## config.mk

```make
export PLATFORM = sky130hd
export DESIGN_NAME = unified_mem_arbiter_flat
export DESIGN_NICKNAME = d
export VERILOG_FILES = /design/src/rtl/unified_mem_arbiter_if.sv /design/src/rtl/unified_mem_arbiter.sv /design/src/flat_wrapper.sv
export SDC_FILE = /design/constraint.sdc
export NUM_CORES = 1
export LEC_CHECK = 0
export ABC_CLOCK_PERIOD_IN_PS = 4900
export CORE_AREA = 2 2 206 208
export DETAILED_ROUTE_END_ITERATION = 6
export DIE_AREA = 0 0 208 210
export PLACE_DENSITY = 0.58
export SLEW_MARGIN = 20
export SYNTH_ARGS = -nofsm -noshare
export SYNTH_HDL_FRONTEND = slang
export SYNTH_SLANG_ARGS = --single-unit
```

## constraint.sdc

```tcl
create_clock -name clk -period 4.9 [get_ports clk]
set_clock_uncertainty 0.2 [all_clocks]
set_input_delay 0.98 -clock clk [delete_from_list [all_inputs] [get_ports clk]]
set_output_delay 0.98 -clock clk [all_outputs]
set_load 0.05 [all_outputs]
```

## src/rtl/unified_mem_arbiter_if.sv

```systemverilog
// Bus bundle between the pipeline ports, the arbiter and the unified memory.
// The arbiter connects through the master modport (it masters the memory side);
// the surrounding pipeline/memory environment uses the slave modport.
interface unified_mem_arbiter_if #(
  parameter int ADDR_W = 64,
  parameter int DATA_W = 64
);
  // instruction port
  logic              if_req;
  logic [ADDR_W-1:0] if_addr;
  logic [DATA_W-1:0] if_rdata;
  logic              if_valid;
  // data port
  logic              d_req;
  logic              d_we;
  logic [ADDR_W-1:0] d_addr;
  logic [DATA_W-1:0] d_wdata;
  logic [DATA_W-1:0] d_rdata;
  logic              d_valid;
  logic              bus_err;
  // memory side
  logic              mem_req;
  logic              mem_we;
  logic [ADDR_W-1:0] mem_addr;
  logic [DATA_W-1:0] mem_wdata;
  logic [DATA_W-1:0] mem_rdata;
  logic              mem_ready;
  // hazard unit
  logic              stall_if;
  logic              stall_mem;

  modport master (
    input  if_req, if_addr, d_req, d_we, d_addr, d_wdata, mem_rdata, mem_ready,
    output if_rdata, if_valid, d_rdata, d_valid, bus_err,
    output mem_req, mem_we, mem_addr, mem_wdata, stall_if, stall_mem
  );

  modport slave (
    output if_req, if_addr, d_req, d_we, d_addr, d_wdata, mem_rdata, mem_ready,
    input  if_rdata, if_valid, d_rdata, d_valid, bus_err,
    input  mem_req, mem_we, mem_addr, mem_wdata, stall_if, stall_mem
  );
endinterface

```

## src/rtl/unified_mem_arbiter.sv

```systemverilog
// Arbiter sharing one single-port unified memory between the IF (instruction)
// and MEM (data) pipeline stages. One access in flight at a time, data port has
// priority with a streak cap, and a per-access timeout aborts hung accesses.
module unified_mem_arbiter #(
  parameter int ADDR_W       = 64,
  parameter int DATA_W       = 64,
  parameter int MAX_D_STREAK = 4,
  parameter int TIMEOUT      = 64
) (
  input  logic                  clk,
  input  logic                  reset,
  unified_mem_arbiter_if.master bus
);

  localparam int STRK_W = $clog2(MAX_D_STREAK + 1);
  localparam int TCNT_W = $clog2(TIMEOUT);
  localparam logic [STRK_W-1:0] STRK_MAX  = STRK_W'(MAX_D_STREAK);
  localparam logic [STRK_W-1:0] STRK_ONE  = STRK_W'(1);
  localparam logic [TCNT_W-1:0] TCNT_LAST = TCNT_W'(TIMEOUT - 1);
  localparam logic [TCNT_W-1:0] TCNT_ONE  = TCNT_W'(1);

  typedef enum logic [1:0] {
    IDLE  = 2'd0,
    GNT_D = 2'd1,
    GNT_I = 2'd2
  } state_t;

  state_t            state_q, state_d;
  logic [STRK_W-1:0] streak_q, streak_d;
  logic [TCNT_W-1:0] tcnt_q, tcnt_d;
  logic              mem_req_q, mem_req_d;
  logic              mem_we_q, mem_we_d;
  logic [ADDR_W-1:0] mem_addr_q, mem_addr_d;
  logic [DATA_W-1:0] mem_wdata_q, mem_wdata_d;
  logic [DATA_W-1:0] if_rdata_q, if_rdata_d;
  logic              if_valid_q, if_valid_d;
  logic [DATA_W-1:0] d_rdata_q, d_rdata_d;
  logic              d_valid_q, d_valid_d;
  logic              bus_err_q, bus_err_d;

  // A port pulsing valid this cycle is not eligible, which prevents a second
  // grant for a request the pipeline has not yet had the chance to drop.
  logic elig_d, elig_i;
  assign elig_d = bus.d_req  & ~d_valid_q;
  assign elig_i = bus.if_req & ~if_valid_q;

  // Next-state, grant selection, memory-side latching and completion pulses
  always_comb begin
    state_d     = state_q;
    streak_d    = streak_q;
    tcnt_d      = tcnt_q;
    mem_req_d   = mem_req_q;
    mem_we_d    = mem_we_q;
    mem_addr_d  = mem_addr_q;
    mem_wdata_d = mem_wdata_q;
    if_rdata_d  = if_rdata_q;
    d_rdata_d   = d_rdata_q;
    if_valid_d  = 1'b0;
    d_valid_d   = 1'b0;
    bus_err_d   = 1'b0;

    case (state_q)
      IDLE: begin
        tcnt_d = '0;
        if (elig_d && !(elig_i && (streak_q == STRK_MAX))) begin
          // Data wins unless the instruction port has already been passed over
          // MAX_D_STREAK times in a row.
          state_d     = GNT_D;
          mem_req_d   = 1'b1;
          mem_we_d    = bus.d_we;
          mem_addr_d  = bus.d_addr;
          mem_wdata_d = bus.d_wdata;
          streak_d    = elig_i ? (streak_q + STRK_ONE) : '0;
        end else if (elig_i) begin
          state_d    = GNT_I;
          mem_req_d  = 1'b1;
          mem_we_d   = 1'b0;
          mem_addr_d = bus.if_addr;
          streak_d   = '0;
        end else begin
          mem_req_d = 1'b0;
        end
      end

      GNT_D, GNT_I: begin
        if (bus.mem_ready) begin
          state_d   = IDLE;
          mem_req_d = 1'b0;
          tcnt_d    = '0;
          if (state_q == GNT_D) begin
            d_valid_d = 1'b1;
            d_rdata_d = bus.mem_rdata;
          end else begin
            if_valid_d = 1'b1;
            if_rdata_d = bus.mem_rdata;
          end
        end else if (tcnt_q == TCNT_LAST) begin
          // Hung memory: complete the access towards the requester with an error.
          state_d   = IDLE;
          mem_req_d = 1'b0;
          tcnt_d    = '0;
          bus_err_d = 1'b1;
          if (state_q == GNT_D) begin
            d_valid_d = 1'b1;
            d_rdata_d = '0;
          end else begin
            if_valid_d = 1'b1;
            if_rdata_d = '0;
          end
        end else begin
          tcnt_d = tcnt_q + TCNT_ONE;
        end
      end

      default: begin
        state_d   = IDLE;
        mem_req_d = 1'b0;
      end
    endcase
  end

  // State and output registers; reset abandons any in-flight access at once
  always_ff @(posedge clk or negedge reset) begin
    if (!reset) begin
      state_q     <= IDLE;
      streak_q    <= '0;
      tcnt_q      <= '0;
      mem_req_q   <= 1'b0;
      mem_we_q    <= 1'b0;
      mem_addr_q  <= '0;
      mem_wdata_q <= '0;
      if_rdata_q  <= '0;
      if_valid_q  <= 1'b0;
      d_rdata_q   <= '0;
      d_valid_q   <= 1'b0;
      bus_err_q   <= 1'b0;
    end else begin
      state_q     <= state_d;
      streak_q    <= streak_d;
      tcnt_q      <= tcnt_d;
      mem_req_q   <= mem_req_d;
      mem_we_q    <= mem_we_d;
      mem_addr_q  <= mem_addr_d;
      mem_wdata_q <= mem_wdata_d;
      if_rdata_q  <= if_rdata_d;
      if_valid_q  <= if_valid_d;
      d_rdata_q   <= d_rdata_d;
      d_valid_q   <= d_valid_d;
      bus_err_q   <= bus_err_d;
    end
  end

  assign bus.mem_req   = mem_req_q;
  assign bus.mem_we    = mem_we_q;
  assign bus.mem_addr  = mem_addr_q;
  assign bus.mem_wdata = mem_wdata_q;
  assign bus.if_rdata  = if_rdata_q;
  assign bus.if_valid  = if_valid_q;
  assign bus.d_rdata   = d_rdata_q;
  assign bus.d_valid   = d_valid_q;
  assign bus.bus_err   = bus_err_q;
  assign bus.stall_if  = bus.if_req & ~if_valid_q;
  assign bus.stall_mem = bus.d_req  & ~d_valid_q;

endmodule

```

## src/flat_wrapper.sv

```systemverilog
// flat-port wrapper written by rule: the top's interface ports become plain ports
module unified_mem_arbiter_flat 
#(
  parameter int ADDR_W       = 64,
  parameter int DATA_W       = 64,
  parameter int MAX_D_STREAK = 4,
  parameter int TIMEOUT      = 64
)
  (clk, reset, bus_if_req, bus_if_addr, bus_d_req, bus_d_we, bus_d_addr, bus_d_wdata, bus_mem_rdata, bus_mem_ready, bus_if_rdata, bus_if_valid, bus_d_rdata, bus_d_valid, bus_bus_err, bus_mem_req, bus_mem_we, bus_mem_addr, bus_mem_wdata, bus_stall_if, bus_stall_mem);
  unified_mem_arbiter_if #(.ADDR_W(ADDR_W), .DATA_W(DATA_W)) bus_i ();
  input  logic clk;
  input  logic reset;
  input wire logic [$bits(bus_i.if_req)-1:0] bus_if_req;
  input wire logic [$bits(bus_i.if_addr)-1:0] bus_if_addr;
  input wire logic [$bits(bus_i.d_req)-1:0] bus_d_req;
  input wire logic [$bits(bus_i.d_we)-1:0] bus_d_we;
  input wire logic [$bits(bus_i.d_addr)-1:0] bus_d_addr;
  input wire logic [$bits(bus_i.d_wdata)-1:0] bus_d_wdata;
  input wire logic [$bits(bus_i.mem_rdata)-1:0] bus_mem_rdata;
  input wire logic [$bits(bus_i.mem_ready)-1:0] bus_mem_ready;
  output wire logic [$bits(bus_i.if_rdata)-1:0] bus_if_rdata;
  output wire logic [$bits(bus_i.if_valid)-1:0] bus_if_valid;
  output wire logic [$bits(bus_i.d_rdata)-1:0] bus_d_rdata;
  output wire logic [$bits(bus_i.d_valid)-1:0] bus_d_valid;
  output wire logic [$bits(bus_i.bus_err)-1:0] bus_bus_err;
  output wire logic [$bits(bus_i.mem_req)-1:0] bus_mem_req;
  output wire logic [$bits(bus_i.mem_we)-1:0] bus_mem_we;
  output wire logic [$bits(bus_i.mem_addr)-1:0] bus_mem_addr;
  output wire logic [$bits(bus_i.mem_wdata)-1:0] bus_mem_wdata;
  output wire logic [$bits(bus_i.stall_if)-1:0] bus_stall_if;
  output wire logic [$bits(bus_i.stall_mem)-1:0] bus_stall_mem;
  assign bus_i.if_req = bus_if_req;
  assign bus_i.if_addr = bus_if_addr;
  assign bus_i.d_req = bus_d_req;
  assign bus_i.d_we = bus_d_we;
  assign bus_i.d_addr = bus_d_addr;
  assign bus_i.d_wdata = bus_d_wdata;
  assign bus_i.mem_rdata = bus_mem_rdata;
  assign bus_i.mem_ready = bus_mem_ready;
  assign bus_if_rdata = bus_i.if_rdata;
  assign bus_if_valid = bus_i.if_valid;
  assign bus_d_rdata = bus_i.d_rdata;
  assign bus_d_valid = bus_i.d_valid;
  assign bus_bus_err = bus_i.bus_err;
  assign bus_mem_req = bus_i.mem_req;
  assign bus_mem_we = bus_i.mem_we;
  assign bus_mem_addr = bus_i.mem_addr;
  assign bus_mem_wdata = bus_i.mem_wdata;
  assign bus_stall_if = bus_i.stall_if;
  assign bus_stall_mem = bus_i.stall_mem;
  unified_mem_arbiter #(.ADDR_W(ADDR_W), .DATA_W(DATA_W), .MAX_D_STREAK(MAX_D_STREAK), .TIMEOUT(TIMEOUT)) u_core (.clk(clk), .reset(reset), .bus(bus_i));
endmodule
```

# After elaboration in Yosys (flattened, before gate mapping)
# Index checks and enable logic that the tools add are counted.
[op_classes]
add_sub_neg = 2
eq_ne = 6
n_mux = 39
bitwise = 5
n_reduce_logical = 13
[ops]
columns = ["operator", "n"]
rows = [
  ["64-bit 2-to-1 mux", 10],
  ["1-bit 2-to-1 mux", 17],
  ["6-bit 2-to-1 mux", 2],
  ["6-bit one-hot mux with 2 select lines", 1],
  ["3-bit 2-to-1 mux", 3],
  ["2-bit 2-to-1 mux", 4],
  ["6-bit by 1-bit adder with 6-bit output, second input constant", 1],
  ["6-bit == test, second input constant", 1],
  ["2-bit AND reduction", 3],
  ["3-bit AND reduction", 2],
  ["2-bit nonzero test", 3],
  ["2-bit one-hot mux with 2 select lines", 1],
  ["3-bit by 1-bit adder with 3-bit output, second input constant", 1],
  ["3-bit == test, second input constant", 1],
  ["3-bit by 1-bit != test with 1-bit output, second input constant", 1],
  ["3-bit by 2-bit != test with 1-bit output, second input constant", 1],
  ["1-bit inverter", 3],
  ["1-bit bitwise AND", 2],
  ["2-bit by 1-bit == test with 1-bit output, second input constant", 1],
  ["2-bit == test, second input constant", 1],
  ["1-bit logical AND", 2],
  ["2-bit logical NOT", 1],
  ["1-bit one-hot mux with 2 select lines", 1],
  ["2-bit OR reduction", 1],
  ["1-bit logical NOT", 1],
]
[word_totals]
ff_bits = 272
output_inout_bits = 263
word_cells = 77

# Longest topological paths before layout
[logic_depth]
depth_word = 7
mapped_depth = 8

# Worst setup path before layout
# OpenSTA, ideal clock, no wires.
[synth_timing]
path_kind = "input to register"
start = "in bus_d_req"
end = "reg u_core.mem_wdata_q[47], in the netlist u_core.bus.mem_wdata[47]"
setup_time_ps = 125
t_arrival_ps = 2303
path_slack_ps = 2272
cell_stages = 7
n_path_buf = 3
cell_sequence = "nor2b_1 buf_2 nand2_2 nor2_4 buf_6 buf_6 mux2_4"
[synth_between]
elab_chain_cells = 3
[synth_lines]
columns = ["element", "line", "source"]
rows = [
  ["from (decl)", "flat_wrapper.sv:15", "input wire logic [$bits(bus_i.d_req)-1:0] bus_d_req;"],
  ["1-bit bitwise AND", "-", ""],
  ["named net bus_stall_mem", "flat_wrapper.sv:31", "output wire logic [$bits(bus_i.stall_mem)-1:0] bus_stall_mem;"],
  ["1-bit logical AND", "unified_mem_arbiter.sv:65", "if (elig_d && !(elig_i && (streak_q == STRK_MAX))) begin"],
  ["2-bit AND reduction (no source line)", "-", ""],
  ["to (signal assigned)", "unified_mem_arbiter.sv:144", "mem_wdata_q <= mem_wdata_d;"],
  ["to (decl)", "unified_mem_arbiter.sv:34", "logic [DATA_W-1:0] mem_wdata_q, mem_wdata_d;"],
]
# The timed path passes the listed nets, and every way through them passes these cells.
# A chain may end at the register's enable or synchronous reset.

# Final worst setup path
[layout_timing]
start = "in bus_if_req"
end = "out bus_stall_if"
[layout_between]
elab_chain_cells = 1
[layout_lines]
columns = ["element", "line", "source"]
rows = [
  ["from (decl)", "flat_wrapper.sv:13", "input wire logic [$bits(bus_i.if_req)-1:0] bus_if_req;"],
  ["1-bit bitwise AND", "unified_mem_arbiter.sv:162", "assign bus.stall_if = bus.if_req & ~if_valid_q;"],
  ["to (decl)", "flat_wrapper.sv:30", "output wire logic [$bits(bus_i.stall_if)-1:0] bus_stall_if;"],
]
# No other way between the ends.

==> impl_metrics.ini <==
[logic_synthesis]
yosys.area.top_type_share_pct = 62.62
synthesis.nets = 1064
avgSynthCellArea_sq_um = 13.66
syn_area_sq_mm = 0.01087
syn_inst = 796
yosysWarnings = 0
ys_types = 33
synthTopCellsByCount = 272 x dfrtp_1, 131 x a32o_1, 71 x nand2_1, 71 x o21ai_0, 64 x mux2i_1
synth_seq_cells = 272
synth.area.top_cells = dfrtp_1 63%, a32o_1 12%, mux2i_1 5.9%, mux2_2 5.1%, o21ai_0 3.3%
yosysSeqAreaShare_pct = 62.62
synthFlopType = dfrtp_1
synth_most_common_cell = dfrtp_1
synth_top_cell_by_area = dfrtp_1
ys_async_sr_fraction_pct = 100.0
synth_edf_count = 0

[floorplan]
num_io_pins = 525
die_area_sq_mm = 0.04368
dieHeight_um = 210
start_util_pct = 26.21
die_w_um = 208
rows = 75
core_sq_mm = 0.04148

[cts]
ctsResizeCount = 0
clockBufferDepth = 3
path_clk_slew_ns = 0.05
clk_latency_ns = 0.58
cts_buffers = 31
cts.sinks = 272
cts-root-buf = clkbuf_16
hold_buffers = 0
htreeDepth = 1
cts_tree = built
post_cts_buffers = 0

[worst_setup_path]
path_max_fanout = 7
crit_slowest_cell = clkdlybuf4s50_1
crit_buf_inv = 3
crit_family = buffers and inverters
crit_top_cell = clkdlybuf4s50_1
arrival_ns = 2.60
critPathLaunchType = input port
required_ns = 3.72
max_stage_delay_ns = 0.83
path_class = in -> out
endpoint_kind = output port
cp_cell_sequence = clkdlybuf4s50_1 -> nor2b_1 -> buf_4 -> clkdlybuf4s50_1

[run_status]
status = complete, no violations

[placed_design]
dp_cells = 1799
gp_congestion = 0.7623
portBuffers = 524
dp_hpwl_um = 26100

[finish]
seq_area_sq_mm = 0.006807
areaGrowthSynthToFinish_pct = 61.81
fin_cells = 1856
nFillCells = 3965
fin_nets = 1561
final_util_pct = 42.41
drive_above_1_share_pct = 10.41
multi_input_area_sq_mm = 0.003700

[timing]
worst_pin_slew_ns = 0.9554
timing.hold.ws_ns = 0.1901
slew_headroom_pct = 36.30
max_freq_mhz = 264.7
setup_viol = 0
drv_slew = 0
rsz0062_at_grt = false
finalCriticalPeriod_ns = 3.778
hold_viol_final = 0
fin_tns_setup_ns = 0
min_period_over_period_pct = 77.11

[global_routing]
grt_pass1_vias = 9117
grt_pass1_wl_um = 57300
antenna_found_initial = 3
gr-total-overflow = 0
grtUsageTotal_pct = 16.60
grt_max_degree = 132

[power]
switching_share_pct = 47.77
clkPwrFrac_pct = 15.8
switching_power_uw = 6834
cellLeakagePower_uw = 0.007354
combPwrFrac_pct = 57.2
sequentialPowerShare_pct = 27.0
irDropWorstVdd_uv = 462.8
pwr_density_cell_mw_per_mm2 = 813.3
intPower_uw = 7472

[drt]
routedWlPerCell_um = 20.21
dr.pass1.iters = 4
drt-total-wl_um = 37510
num_vias = 8737
ant_nets = 0
drtIter0Drc = 398
vias_per_cell = 4.707
drc = 0

[worst_hold_path]
hold_class = in -> async

[job]
drv_cap = 0
==> layout by cell type, fill, tap and decap left out, types with 4 or more instances in the layout <==
cell type,instances
clkdlybuf4s50_1,522
dfrtp_1,272
a32o_1,131
o21ai_0,71
nand2_1,69
mux2i_1,64
mux2_2,49
clkbuf_16,31
mux2_4,16
buf_4,10
clkbuf_1,9
clkbuf_8,8
inv_1,7
ha_1,6
nor2_1,4
clkinv_2,4
==> area by class of cell <==
type | count | area share, %
sequential | 272 | 38.70
timing repair buffer | 537 | 30.62
multi-input combinational | 444 | 21.03
clock buffer | 48 | 5.228
tap | 539 | 3.834
clock inverter | 8 | 0.4197
inverter | 7 | 0.1494
antenna | 1 | 0.01423
==> stage by stage <==
step                area [sq um]  total power (uW)  setup slack (ns)
floorplan                  10870              9163             2.272
global placement           16590             12070             1.123
detailed placement         16590             12140             1.098
CTS                        17580             14500             1.092
global route               17590             14980             1.064
finish                     17590             14310             1.122
==> power by group through the flow <==
stage | Combinational, uW | Sequential, uW | Clock [uW]
6_report | 8180 | 3860 | 2260
3_5_place_dp | 8240 | 3900 | 0
2_1_floorplan | 1730 | 7430 | 0
5_1_grt | 8540 | 4000 | 2430
4_1_cts | 8270 | 3870 | 2350
3_3_place_gp | 8230 | 3840 | 0
==> final timing paths <==
kind | from | end | slack (ns) | depth (start not counted)
max reg2reg | u_core.streak_q[0]$_DFFE_PN0P_ | u_core.bus.mem_addr[17]$_DFFE_PN0P_ | 2.20 | 7
max | bus_if_req | bus_stall_if | 1.12 | 4
min in group clk | u_core.bus.mem_addr[18]$_DFFE_PN0P_ | u_core.bus.mem_addr[18]$_DFFE_PN0P_ | 0.28 | 2
min | reset | u_core.bus.d_rdata[2]$_DFFE_PN0P_ | 0.19 | 1
max in group asynchronous | reset | u_core.bus.mem_wdata[39]$_DFFE_PN0P_ | 3.31 | 2
min reg2reg | u_core.bus.mem_addr[18]$_DFFE_PN0P_ | u_core.bus.mem_addr[18]$_DFFE_PN0P_ | 0.28 | 2
==> logic make-up (layout without fill, tap and decap cells) <==
kind of cell    after synthesis  in the layout  share of synthesized area [%]
simple gates                 93             93                          3.637
compound gates              216            216                          16.36
mux                         129            129                          13.18
flops                       272            272                          62.62
fa+ha+maj                     6              6                         0.6906
other cells                   0              1                              0
buf+inv                      80            600                          3.522
==> layer usage <==
| layer | global-route usage [%] | share of wire [%] | vias up |
|---|---|---|---|
| met5 | 0 | 0.072 | - |
| met4 | 3.473 | 1.8 | 4 |
| met3 | 6.228 | 9.1 | 43 |
| met2 | 27.70 | 49 | 348 |
| met1 | 20.56 | 41 | 4345 |
| li1 | - | - | 3997 |
==> sequential cells by signal, indices dropped and copies added, names as in the netlist, 2 cells and up <==
register	flops
u_core.bus.d_rdata	64
u_core.streak_q	3
u_core.bus.mem_addr	64
u_core.bus.mem_wdata	64
u_core.state_q	2
u_core.bus.if_rdata	64
u_core.tcnt_q	6
No activity file was read; power rests on OpenSTA's default activity.
